==> config.mk <==
export PLATFORM = sky130hd
export DESIGN_NAME = p_bit_tm_engine
export DESIGN_NICKNAME = d
export VERILOG_FILES = /design/src/rtl/p_bit_tm_engine.sv
export SDC_FILE = /design/constraint.sdc
export NUM_CORES = 1
export LEC_CHECK = 0
export CORE_UTILIZATION = 35
export CTS_CLUSTER_DIAMETER = 150
export CTS_CLUSTER_SIZE = 14
export DETAILED_ROUTE_END_ITERATION = 6
export PLACE_DENSITY_LB_ADDON = 0.2
export SKIP_CTS_REPAIR_TIMING = 1
export SLEW_MARGIN = 25
export SYNTH_ARGS = -nofsm -noshare
export SYNTH_HDL_FRONTEND = slang
export SYNTH_SLANG_ARGS = --single-unit
==> constraint.sdc <==
create_clock -name clk_i -period 2.03 [get_ports clk_i]
set_input_delay 0.3045 -clock clk_i [delete_from_list [all_inputs] [get_ports clk_i]]
set_output_delay 0.3045 -clock clk_i [all_outputs]
set_load 0.02 [all_outputs]
==> src/rtl/p_bit_tm_engine.sv <==
// Time-multiplexed p-bit engine: one scale/saturate/compare datapath plus one LFSR shared by
// N_PBITS p-bits. Optional flip counter output enabled by defining PBIT_TM_FLIP_CNT_EN.
module p_bit_tm_engine #(
  parameter int unsigned N_PBITS   = 16,
  parameter int unsigned IDX_W     = $clog2(N_PBITS),
  parameter int unsigned IN_W      = 8,
  parameter int unsigned BETA_W    = 4,
  parameter int unsigned BETA_FRAC = 2
) (
  input  logic               clk_i,
  input  logic               rst_ni,
  input  logic               seed_load_i,
  input  logic [31:0]        seed_i,
  input  logic [BETA_W-1:0]  beta_i,
  input  logic               freeze_i,
  input  logic               clear_i,
  input  logic               upd_valid_i,
  output logic               upd_ready_o,
  input  logic [IDX_W-1:0]   upd_idx_i,
  input  logic [IN_W-1:0]    upd_in_i,
  output logic               out_valid_o,
  output logic [IDX_W-1:0]   out_idx_o,
  output logic               out_m_o,
  output logic [N_PBITS-1:0] m_vec_o,
  output logic               sweep_done_o,
`ifdef PBIT_TM_FLIP_CNT_EN
  output logic [31:0]        flip_cnt_o,
`endif
  output logic [15:0]        sweep_cnt_o
);

  localparam int unsigned ProdW = IN_W + BETA_W + 1;
  localparam logic signed [ProdW-1:0] PMax = ProdW'((2 ** (IN_W - 1)) - 1);
  localparam logic signed [ProdW-1:0] PMin = ProdW'(-(2 ** (IN_W - 1)));
  localparam logic [IN_W-1:0]  Bias     = {1'b1, {(IN_W - 1){1'b0}}};
  localparam logic [31:0]      LfsrMask = 32'h8020_0003;
  localparam logic [IDX_W:0]   NumPbits = (IDX_W + 1)'(N_PBITS);
  localparam logic [IDX_W-1:0] LastCnt  = IDX_W'(N_PBITS - 1);

  logic                    accept;
  logic signed [ProdW-1:0] prod, prod_sh;
  logic [IN_W-1:0]         p_sat;

  logic                    s1_valid_q, s1_valid_d, s1_ok_q, s1_ok_d;
  logic [IDX_W-1:0]        s1_idx_q, s1_idx_d;
  logic [IN_W-1:0]         s1_p_q, s1_p_d;

  logic [31:0]             lfsr_q, lfsr_d, lfsr_step;
  logic [N_PBITS-1:0]      m_vec_q, m_vec_d;
  logic [IDX_W-1:0]        cnt_q, cnt_d;
  logic                    out_valid_q, out_valid_d, out_m_q, out_m_d;
  logic [IDX_W-1:0]        out_idx_q, out_idx_d;
  logic                    sweep_done_q, sweep_done_d;
  logic [15:0]             sweep_cnt_q, sweep_cnt_d;

  logic                    wr_en, m_new;
  logic [IN_W-1:0]         u, r;

  // Stage 1: scale by beta, arithmetic shift, saturate to the signed input range.
  always_comb begin
    upd_ready_o = !freeze_i && !clear_i;
    accept      = upd_valid_i && upd_ready_o;
    prod        = ProdW'($signed(upd_in_i)) * ProdW'($signed({1'b0, beta_i}));
    prod_sh     = prod >>> BETA_FRAC;
    if (prod_sh > PMax) begin
      p_sat = PMax[IN_W-1:0];
    end else if (prod_sh < PMin) begin
      p_sat = PMin[IN_W-1:0];
    end else begin
      p_sat = prod_sh[IN_W-1:0];
    end
    s1_valid_d = accept;
    s1_ok_d    = accept ? ({1'b0, upd_idx_i} < NumPbits) : s1_ok_q;
    s1_idx_d   = accept ? upd_idx_i : s1_idx_q;
    s1_p_d     = accept ? p_sat : s1_p_q;
  end

  // Stage 2: offset to unsigned and compare against the LFSR's top bits.
  always_comb begin
    wr_en     = s1_valid_q && s1_ok_q && !clear_i;
    u         = s1_p_q ^ Bias;
    r         = lfsr_q[31 -: IN_W];
    m_new     = u > r;
    lfsr_step = {1'b0, lfsr_q[31:1]} ^ (lfsr_q[0] ? LfsrMask : 32'h0);

    m_vec_d      = m_vec_q;
    cnt_d        = cnt_q;
    lfsr_d       = lfsr_q;
    out_valid_d  = 1'b0;
    out_idx_d    = out_idx_q;
    out_m_d      = out_m_q;
    sweep_done_d = 1'b0;
    sweep_cnt_d  = sweep_cnt_q;

    if (wr_en) begin
      m_vec_d[s1_idx_q] = m_new;
      out_valid_d       = 1'b1;
      out_idx_d         = s1_idx_q;
      out_m_d           = m_new;
      lfsr_d            = lfsr_step;
      if (cnt_q == LastCnt) begin
        cnt_d        = '0;
        sweep_done_d = 1'b1;
        sweep_cnt_d  = sweep_cnt_q + 16'd1;
      end else begin
        cnt_d = cnt_q + 1'b1;
      end
    end
    // A same-cycle seed load wins over the step; the compare above already used the old value.
    if (seed_load_i) begin
      lfsr_d = (seed_i == 32'h0) ? 32'h1 : seed_i;
    end
    if (clear_i) begin
      m_vec_d = '0;
      cnt_d   = '0;
    end
  end

  always_ff @(posedge clk_i or negedge rst_ni) begin
    if (!rst_ni) begin
      s1_valid_q   <= 1'b0;
      s1_ok_q      <= 1'b0;
      s1_idx_q     <= '0;
      s1_p_q       <= '0;
      lfsr_q       <= 32'h1;
      m_vec_q      <= '0;
      cnt_q        <= '0;
      out_valid_q  <= 1'b0;
      out_idx_q    <= '0;
      out_m_q      <= 1'b0;
      sweep_done_q <= 1'b0;
      sweep_cnt_q  <= '0;
    end else begin
      s1_valid_q   <= s1_valid_d;
      s1_ok_q      <= s1_ok_d;
      s1_idx_q     <= s1_idx_d;
      s1_p_q       <= s1_p_d;
      lfsr_q       <= lfsr_d;
      m_vec_q      <= m_vec_d;
      cnt_q        <= cnt_d;
      out_valid_q  <= out_valid_d;
      out_idx_q    <= out_idx_d;
      out_m_q      <= out_m_d;
      sweep_done_q <= sweep_done_d;
      sweep_cnt_q  <= sweep_cnt_d;
    end
  end

`ifdef PBIT_TM_FLIP_CNT_EN
  logic [31:0] flip_q, flip_d;

  always_comb begin
    flip_d = flip_q;
    if (wr_en && (m_new != m_vec_q[s1_idx_q]) && (flip_q != 32'hFFFF_FFFF)) begin
      flip_d = flip_q + 32'd1;
    end
    if (clear_i) begin
      flip_d = '0;
    end
  end

  always_ff @(posedge clk_i or negedge rst_ni) begin
    if (!rst_ni) begin
      flip_q <= '0;
    end else begin
      flip_q <= flip_d;
    end
  end

  assign flip_cnt_o = flip_q;
`endif

  assign out_valid_o  = out_valid_q;
  assign out_idx_o    = out_idx_q;
  assign out_m_o      = out_m_q;
  assign m_vec_o      = m_vec_q;
  assign sweep_done_o = sweep_done_q;
  assign sweep_cnt_o  = sweep_cnt_q;

endmodule

==> impl_metrics.ini, run 1 <==
[clock_network]
cts_root_buf = clkbuf_16
numCtsBuffers = 9
cts_sinks = 89
cts_tree = yes
insertion_delay_ps = 330
htree_levels = 3
clk_path_buf_depth = 2
cts.clk_slew.worst_paths_ps = 60

[synthesis]
ys_seq_area_share_pct = 40.2
yosys.area.top_type_share_pct = 39.7
synth.distinct_cells = 51
avgSynthCellArea_um2 = 9.69
synthArstFlopShare_pct = 100
netlist_area_mm2 = 0.00554
synth_nets = 676
synthFlopType = dfrtp_1
postSynthCellCount = 572
synth_area_leaders = dfrtp_1 40%, ha_1 7.5%, fa_1 6.1%
ys_ff_latch = 89
yosys.area.top_type = dfrtp_1
ys_warn_count = 0
synth_edf_count = 0

[floorplan]
rows = 45
die_h_um = 128
die_area_mm2 = 0.0163
initial_core_util_pct = 36.2
die_w_um = 128
core_mm2 = 0.0153
num_io_pins = 94

[global_route]
use_met1_pct = 20.4
busiest_layer = met2
use_met2_pct = 28.5
grt.met3_usage_pct = 3.38
grt_remaining_overflow = 0
grt_pass1_wl_um = 21000
antenna_found_initial = 0
grt_use_total_pct = 16.0
grt_pass1_vias = 4534
grt_max_degree = 65

[timing]
final_hold_viol_count = 0
whs_ps = 473
fin_skew_ps = 7.01
rsz0062_at_grt = yes
fmax_ghz = 0.305
fin_ws_ps = -1250
finalCritPeriodShare_pct = 161
finalSetupViolations = 8
worst_pin_slew_ps = 672
relSlewSlack_pct = 55.1
fin_crit_ps = 3280
slew_violations = 0

[routing]
first_pass_iters = 4
wl_per_cell_um = 14.0
wl_um = 13000
vias_per_cell = 4.83
via_count = 4489
ant_nets = 0
drc = 0
drtIter0Drc = 189

[layout]
fill_cells = 1430
regArea_mm2 = 0.00223
multi_input_area_mm2 = 0.00353
drive_gt1_share_pct = 22.9
final_cell_mix = 88 x dfrtp_1, 80 x clkdlybuf4s50_1, 75 x nand2_1
mostFrequentLayoutCell = dfrtp_1
area_growth_pct = 44.2
nNetsFinal = 818
diodes = 0

[power]
power_density_mw_per_mm2 = 746
total_power_mw = 5.96
irDropWorstVdd_v = 0.000391
power.leakage_nw = 3.77

[worst_setup_path]
crit_path_end_kind = flop
startpoint_type = input pin
path_buf_inv = 4
path_class = in2reg
cp_slowest_cell = fa_1
crit_family = adder cells
crit_arrival_ps = 3470
crit_chain = buf_12, and2_4, ha_4, inv_2, fa_1, inv_2, fa_1, ha_4, nand3_2, o22a_1, a32oi_2, xnor2_2, nor4_4, buf_6, o32ai_1
crit_required_ps = 2230
cpPeakStageDelay_ps = 510
path_max_fanout = 7

[placement]
place.gp.congestion = 0.807
numPortBuffers = 93
dp_hpwl_um = 9850

[outcome]
status = complete, but fails checks
violations = negative setup slack

[flow_run]
cap_viol_max_count = 0

[worst_hold_path]
hp-class = in2async
per-stage QoR:
| step | TNS (ps) | std cells | setup WS [ps] | util [%] | area (µm²) |
|---|---|---|---|---|---|
| global placement | -16580 | 907 | -1960 | 47.9 | 7340 |
| floorplan | -9430 | 572 | -1230 | - | 5800 |
| global route | -10530 | 930 | -1350 | 52.1 | 7990 |
| CTS | -13800 | 923 | -1760 | 49.9 | 7640 |
| finish | -9640 | 930 | -1250 | 52.1 | 7990 |
| detailed placement | -18010 | 907 | -2120 | 47.9 | 7340 |
cell type report:
class	instances	area share [%]
Tap cell	211	3.31
Timing Repair Buffer	151	18.5
Multi-Input combinational cell	416	44.2
Clock inverter	4	0.611
Sequential cell	89	27.9
Clock buffer	12	3.21
Inverter	47	2.21
kinds of logic after synthesis:
logic type	Yosys count	synth area share, %
adder cells (fa/ha/maj)	50	13.6
AO/OA/AOI/OAI	103	12.1
AND/OR/NAND/NOR	201	18.6
XOR/XNOR	30	4.99
buffers and inverters	67	4.67
multiplexers	32	5.83
flip-flops	89	40.2
state kept, by name (all words and copies together) (netlist names), 4 cells and up:
| register | flops |
|---|---|
| lfsr_q | 32 |
| m_vec_o | 16 |
| sweep_cnt_o | 16 |
| s1_p_q | 8 |
| cnt_q | 4 |
| out_idx_o | 4 |
| s1_idx_q | 4 |
synth_stat cells (all sizes together), types with 2 or more instances:
cell and instances:
nand4 6, nand2 76, inv 46, ha 33, nand2b 15, xnor2 21, nor4 12, clkbuf 12
nand3 10, mux2 2, and2 25, xor2 8, o2111ai 2, o21a 2, dfrtp 88, a41o 4
o32ai 8, nor2 28, a31o 12, a21oi 27, a21o 5, nor3b 4, and3 3, o21ai 36
buf 8, nor2b 12, a41oi 2, fa 17, mux2i 30, nor4b 2, nor3 4
worst paths after layout:
path                                  from               to  slack, ps  depth (start not counted)
min in group clk_i         sweep_cnt_o[15]  sweep_cnt_o[15]        480                          1
min reg2reg                sweep_cnt_o[15]  sweep_cnt_o[15]        480                          1
max in group asynchronous           rst_ni      m_vec_o[15]        880                          3
max                              beta_i[3]        s1_p_q[3]      -1250                         15
min                                 rst_ni       m_vec_o[8]        470                          2
max reg2reg                     lfsr_q[25]       m_vec_o[0]         60                          9
power breakdown:
part           switching, mW  total, mW  internal, mW  leakage (nW)
Clock                  0.657       1.68          1.02         0.153
Sequential             0.140       2.10          1.96          1.13
Combinational           1.06       2.18          1.12          2.49
Total                   1.85       5.96          4.11          3.77
per-layer routing:
layer | part of all wire [%] | up-vias
met4 | 0.64 | 0
li1 | - | 2242
met5 | 0 | -
met2 | 50 | 67
met3 | 3.0 | 7
met1 | 47 | 2173
Power figures use the tool's default switching activity.
==> inputs of run 2 (changes only) <==
--- a/config.mk
+++ b/config.mk
@@ -6,4 +6,6 @@
 export NUM_CORES = 1
 export LEC_CHECK = 0
+export CAP_MARGIN = 20
+export CORE_MARGIN = 5
 export CORE_UTILIZATION = 35
 export CTS_CLUSTER_DIAMETER = 150
==> constraint.sdc (replaced) <==
create_clock -name clk_i -period 2.03 [get_ports clk_i]
set_input_delay 0.203 -clock clk_i [delete_from_list [all_inputs] [get_ports clk_i]]
set_output_delay 0.203 -clock clk_i [all_outputs]
set_load 0.02 [all_outputs]
==> run 2 against run 1 <==
The flow still finishes with violations (negative setup slack). Clock power hardly changed. Die area is 13% higher. Sequential share of layout area is 0.35 points higher. Setup slack better by 99 ps. Core utilization is 1.9 points lower. Clock-buffer cell count is 2 lower. Sequential power hardly changed. Critical path depth is 1 higher. Cell count is 0.43% higher. Sequential cell count stayed put. Largest power group unchanged.
==> impl_metrics.ini, run 2 (synthesis gave the netlist of run 1 again) <==
[floorplan]
num_io_pins = 94
die_area_mm2 = 0.0184
rows = 46
initial_core_util_pct = 35.3
die_h_um = 136
core_mm2 = 0.0157
die_w_um = 136

[routing]
first_pass_iters = 4
via_count = 4540
vias_per_cell = 4.86
wl_per_cell_um = 14.3
wl_um = 13300
ant_nets = 0
drtIter0Drc = 245
drc = 0

[layout]
area_growth_pct = 42.4
diodes = 0
final_area_mm2 = 0.00789
drive_gt1_share_pct = 23.8
mostFrequentLayoutCell = dfrtp_1
final_cell_mix = 88 x dfrtp_1, 79 x clkdlybuf4s50_1, 74 x nand2_1
fin_util_pct = 50.2
multi_input_area_mm2 = 0.00350
nNetsFinal = 817
fill_cells = 1463
largest_reg_flops = 32
top_register = lfsr_q
regArea_mm2 = 0.00223

[timing]
finalSetupViolations = 8
relSlewSlack_pct = 65.0
finalCritPeriodShare_pct = 156
final_hold_viol_count = 0
rsz0062_at_grt = yes
fin_ws_ps = -1150
fin_crit_ps = 3180
fin_skew_ps = 6.33
worst_pin_slew_ps = 525
slew_violations = 0
fmax_ghz = 0.315
whs_ps = 364

[global_route]
grt_max_degree = 38
grt.met3_usage_pct = 3.00
grt_pass1_vias = 4527
busiest_layer = met2
use_met2_pct = 23.9
grt_remaining_overflow = 0
use_met1_pct = 19.9
grt_use_total_pct = 14.5
antenna_found_initial = 0
grt_pass1_wl_um = 21800

[worst_setup_path]
crit_arrival_ps = 3380
reg2reg_from = s1_p_q[1]
path_max_fanout = 7
reg2regPathDepth = 8
cpPeakStageDelay_ps = 540
startpoint_type = input pin
r2r-end = m_vec_o[14]
crit_top_cell = inv_2
crit_chain = clkbuf_2, nand2_2, inv_4, ha_4, fa_1, inv_2, fa_1, inv_2, ha_4, inv_2, o21ai_4, mux2_4, nor4b_4, buf_4, a41oi_4, o32ai_2
cp_slowest_cell = fa_1
reg2reg_slack_ps = 60
crit_path_end_kind = flop
path_class = in2reg
crit_required_ps = 2240

[outcome]
status = complete, but fails checks
violations = negative setup slack

[clock_network]
insertion_delay_ps = 340
cts_root_buf = clkbuf_16
cts_tree = yes
cts_sinks = 89
htree_levels = 3
numCtsBuffers = 9
clk_path_buf_depth = 2
cts.clk_slew.worst_paths_ps = 60

[power]
power.leakage_nw = 3.69
total_power_mw = 5.98
power_density_mw_per_mm2 = 758
irDropWorstVdd_v = 0.000464

[flow_run]
cap_viol_max_count = 0

[worst_hold_path]
hp-class = in2async

[placement]
placed_area_mm2 = 0.00733
place.gp.congestion = 0.765
dp_hpwl_um = 10100
numPortBuffers = 93
==> run 2: layer usage <==
metal | share of wire, % | vias to the layer above
met4 | 1.4 | 0
li1 | - | 2240
met1 | 46 | 2160
met2 | 48 | 120
met3 | 4.8 | 20
met5 | 0 | -
==> run 2: how the worst max path moves through the flow <==
| stage | from | to | cells past startpoint |
|---|---|---|---|
| 3_5_place_dp | beta_i[2] | s1_p_q[1] | 15 |
| 6_report | upd_in_i[7] | s1_p_q[1] | 16 |
| 2_1_floorplan | upd_in_i[2] | s1_p_q[0] | 13 |
| 3_3_place_gp | beta_i[2] | s1_p_q[1] | 15 |
| 5_1_grt | upd_in_i[3] | s1_p_q[1] | 15 |
| 4_1_cts | beta_i[2] | s1_p_q[1] | 15 |
==> run 2: power by group <==
part | internal, mW | switching (mW) | leakage, nW
Combinational | 1.11 | 1.06 | 2.41
Sequential | 1.96 | 0.142 | 1.13
Clock | 0.990 | 0.710 | 0.141
Total | 4.06 | 1.92 | 3.69
==> run 2: stage by stage <==
stage / worst slack [ps] / TNS (ps) / std cells
after floorplan: -1130 / -8610 / 572
after global placement: -1850 / -14650 / 912
after detailed placement: -1980 / -15480 / 912
after CTS: -1640 / -12650 / 928
after global routing: -1260 / -9780 / 934
final: -1150 / -8860 / 934
==> run 2: final cells by class <==
type	count	area share, %
timing repair buffer	150	17.8
clock inverter	6	0.841
clock buffer	10	3.03
inverter	47	2.27
sequential	89	28.3
multi-input combinational	416	44.4
tap	216	3.43
==> run 2: critical path: cells and delay by family <==
kind,cells,cell delay [ps]
simple gates,2,240
fa+ha+maj,4,1520
compound gates,3,640
mux,1,320
buf+inv,6,440
==> inputs of run 3 (changes only) <==
CORE_MARGIN = 8   (was 5)
RECOVER_POWER = 50   (was not set)
==> run 3 against run 2 <==
The flow still finishes with violations (negative setup slack). Cell count decreased by 0.32%. Sequential power about the same. Setup slack improved by 61 ps. Largest power group is now registers. Highest routed layer unchanged.
==> impl_metrics.ini, run 3 (synthesis gave the netlist of run 1 again) <==
[routing]
drc = 0
first_pass_iters = 4
via_count = 4560
drtIter0Drc = 187
vias_per_cell = 4.90
wl_per_cell_um = 14.6
ant_nets = 0
wl_um = 13600

[worst_setup_path]
path_class = in2reg
path_buf_inv = 4
reg2regPathDepth = 8
crit_family = adder cells
reg2reg_from = s1_p_q[1]
cp_slowest_cell = fa_1
path_max_fanout = 8
r2r-end = m_vec_o[14]
crit_path_end_kind = flop
cpPeakStageDelay_ps = 550
crit_arrival_ps = 3330
crit_chain = buf_12, and2_4, ha_4, inv_2, fa_1, inv_2, fa_1, ha_4, a21oi_4, o2111ai_4, a21oi_2, xnor2_2, nor4_4, buf_6, o32ai_2
crit_required_ps = 2250
reg2reg_slack_ps = 80
startpoint_type = input pin

[worst_hold_path]
min_to = lfsr_q[0]
hp-class = in2reg
hold_start = seed_load_i
holdPathStages = 3

[clock_network]
cts_sinks = 89
cts.clk_slew.worst_paths_ps = 60
insertion_delay_ps = 340
cts_tree = yes
cts_root_buf = clkbuf_16
htree_levels = 3
numCtsBuffers = 9
clk_path_buf_depth = 2

[layout]
mostFrequentLayoutCell = dfrtp_1
area_growth_pct = 40.4
fill_cells = 1498
drive_gt1_share_pct = 21.1
fin_cells = 931
largest_reg_flops = 32
top_register = lfsr_q
diodes = 0
nNetsFinal = 814
final_cell_mix = 88 x dfrtp_1, 79 x clkdlybuf4s50_1, 74 x nand2_1

[floorplan]
rows = 46
num_io_pins = 94
core_mm2 = 0.0157
initial_core_util_pct = 35.4
die_h_um = 142
die_w_um = 142
die_area_mm2 = 0.0201

[timing]
fin_crit_ps = 3120
worst_pin_slew_ps = 750
fmax_ghz = 0.321
finalSetupViolations = 10
rsz0062_at_grt = yes
finalCritPeriodShare_pct = 153
setup_tns_ps = -8570
final_hold_viol_count = 0
slew_violations = 0
fin_skew_ps = 5.40
fin_ws_ps = -1090
relSlewSlack_pct = 50.0

[global_route]
grt_pass1_wl_um = 22500
grt_remaining_overflow = 0
antenna_found_initial = 0
grt_max_degree = 42
grt_pass1_vias = 4787
grt_use_total_pct = 13.8

[flow_run]
cap_viol_max_count = 0

[outcome]
violations = negative setup slack
status = complete, but fails checks

[power]
power.leakage_nw = 3.67
power_density_mw_per_mm2 = 744
irDropWorstVdd_v = 0.000518

[placement]
numPortBuffers = 93
dp_hpwl_um = 10500
dp_cells = 912
place.gp.congestion = 0.793
## run 3: power breakdown
group	internal (mW)	switching [mW]
sequential	1.96	0.142
combinational	1.07	1.03
clock	0.902	0.682
total	3.93	1.85
## run 3: cell type report
cell class | count | area [µm²] | share of cell area, %
clock buffer | 13 | 260 | 3.35
clock inverter | 3 | 25.0 | 0.322
inverter | 47 | 176 | 2.27
multi-input combinational | 416 | 3450 | 44.4
sequential | 89 | 2230 | 28.7
tap | 216 | 270 | 3.48
timing repair buffer | 147 | 1370 | 17.6
## run 3: worst max path at each step
stage / slack [ps] / endpoint / cells past startpoint / startpoint
final: -1090 / s1_p_q[4] / 15 / beta_i[2]
after global routing: -1210 / s1_p_q[4] / 15 / beta_i[2]
after CTS: -1650 / s1_p_q[3] / 14 / beta_i[3]
after detailed placement: -2030 / s1_p_q[3] / 14 / beta_i[3]
after global placement: -1850 / s1_p_q[0] / 15 / beta_i[2]
after floorplan: -1130 / s1_p_q[0] / 13 / upd_in_i[2]
## run 3: metal layers
metal	vias to the layer above	GRT usage, %	part of all wire [%]
met1	2236	16.7	46
met5	-	0	0
met3	15	3.36	4.2
met4	0	4.92	1.7
li1	2232	-	-
met2	77	23.4	48
## run 3: worst min-delay path, stage by stage
cell and delay (ps):
buf_2 250, nor2_1 160, a21oi_1 50
## run 3: through the flow
| step | instance area, µm² | total power, mW | worst slack (ps) | hold WS [ps] | util, % |
|---|---|---|---|---|---|
| 2_1_floorplan | 5800 | 3.39 | -1130 | -92.6 | - |
| 3_3_place_gp | 7340 | 4.03 | -1850 | 152 | 46.9 |
| 3_5_place_dp | 7340 | 4.10 | -2030 | 162 | 46.9 |
| 4_1_cts | 7630 | 5.72 | -1650 | -216 | 48.7 |
| 5_1_grt | 7780 | 6.14 | -1210 | 339 | 49.7 |
| 6_report | 7780 | 5.78 | -1090 | 327 | 49.7 |
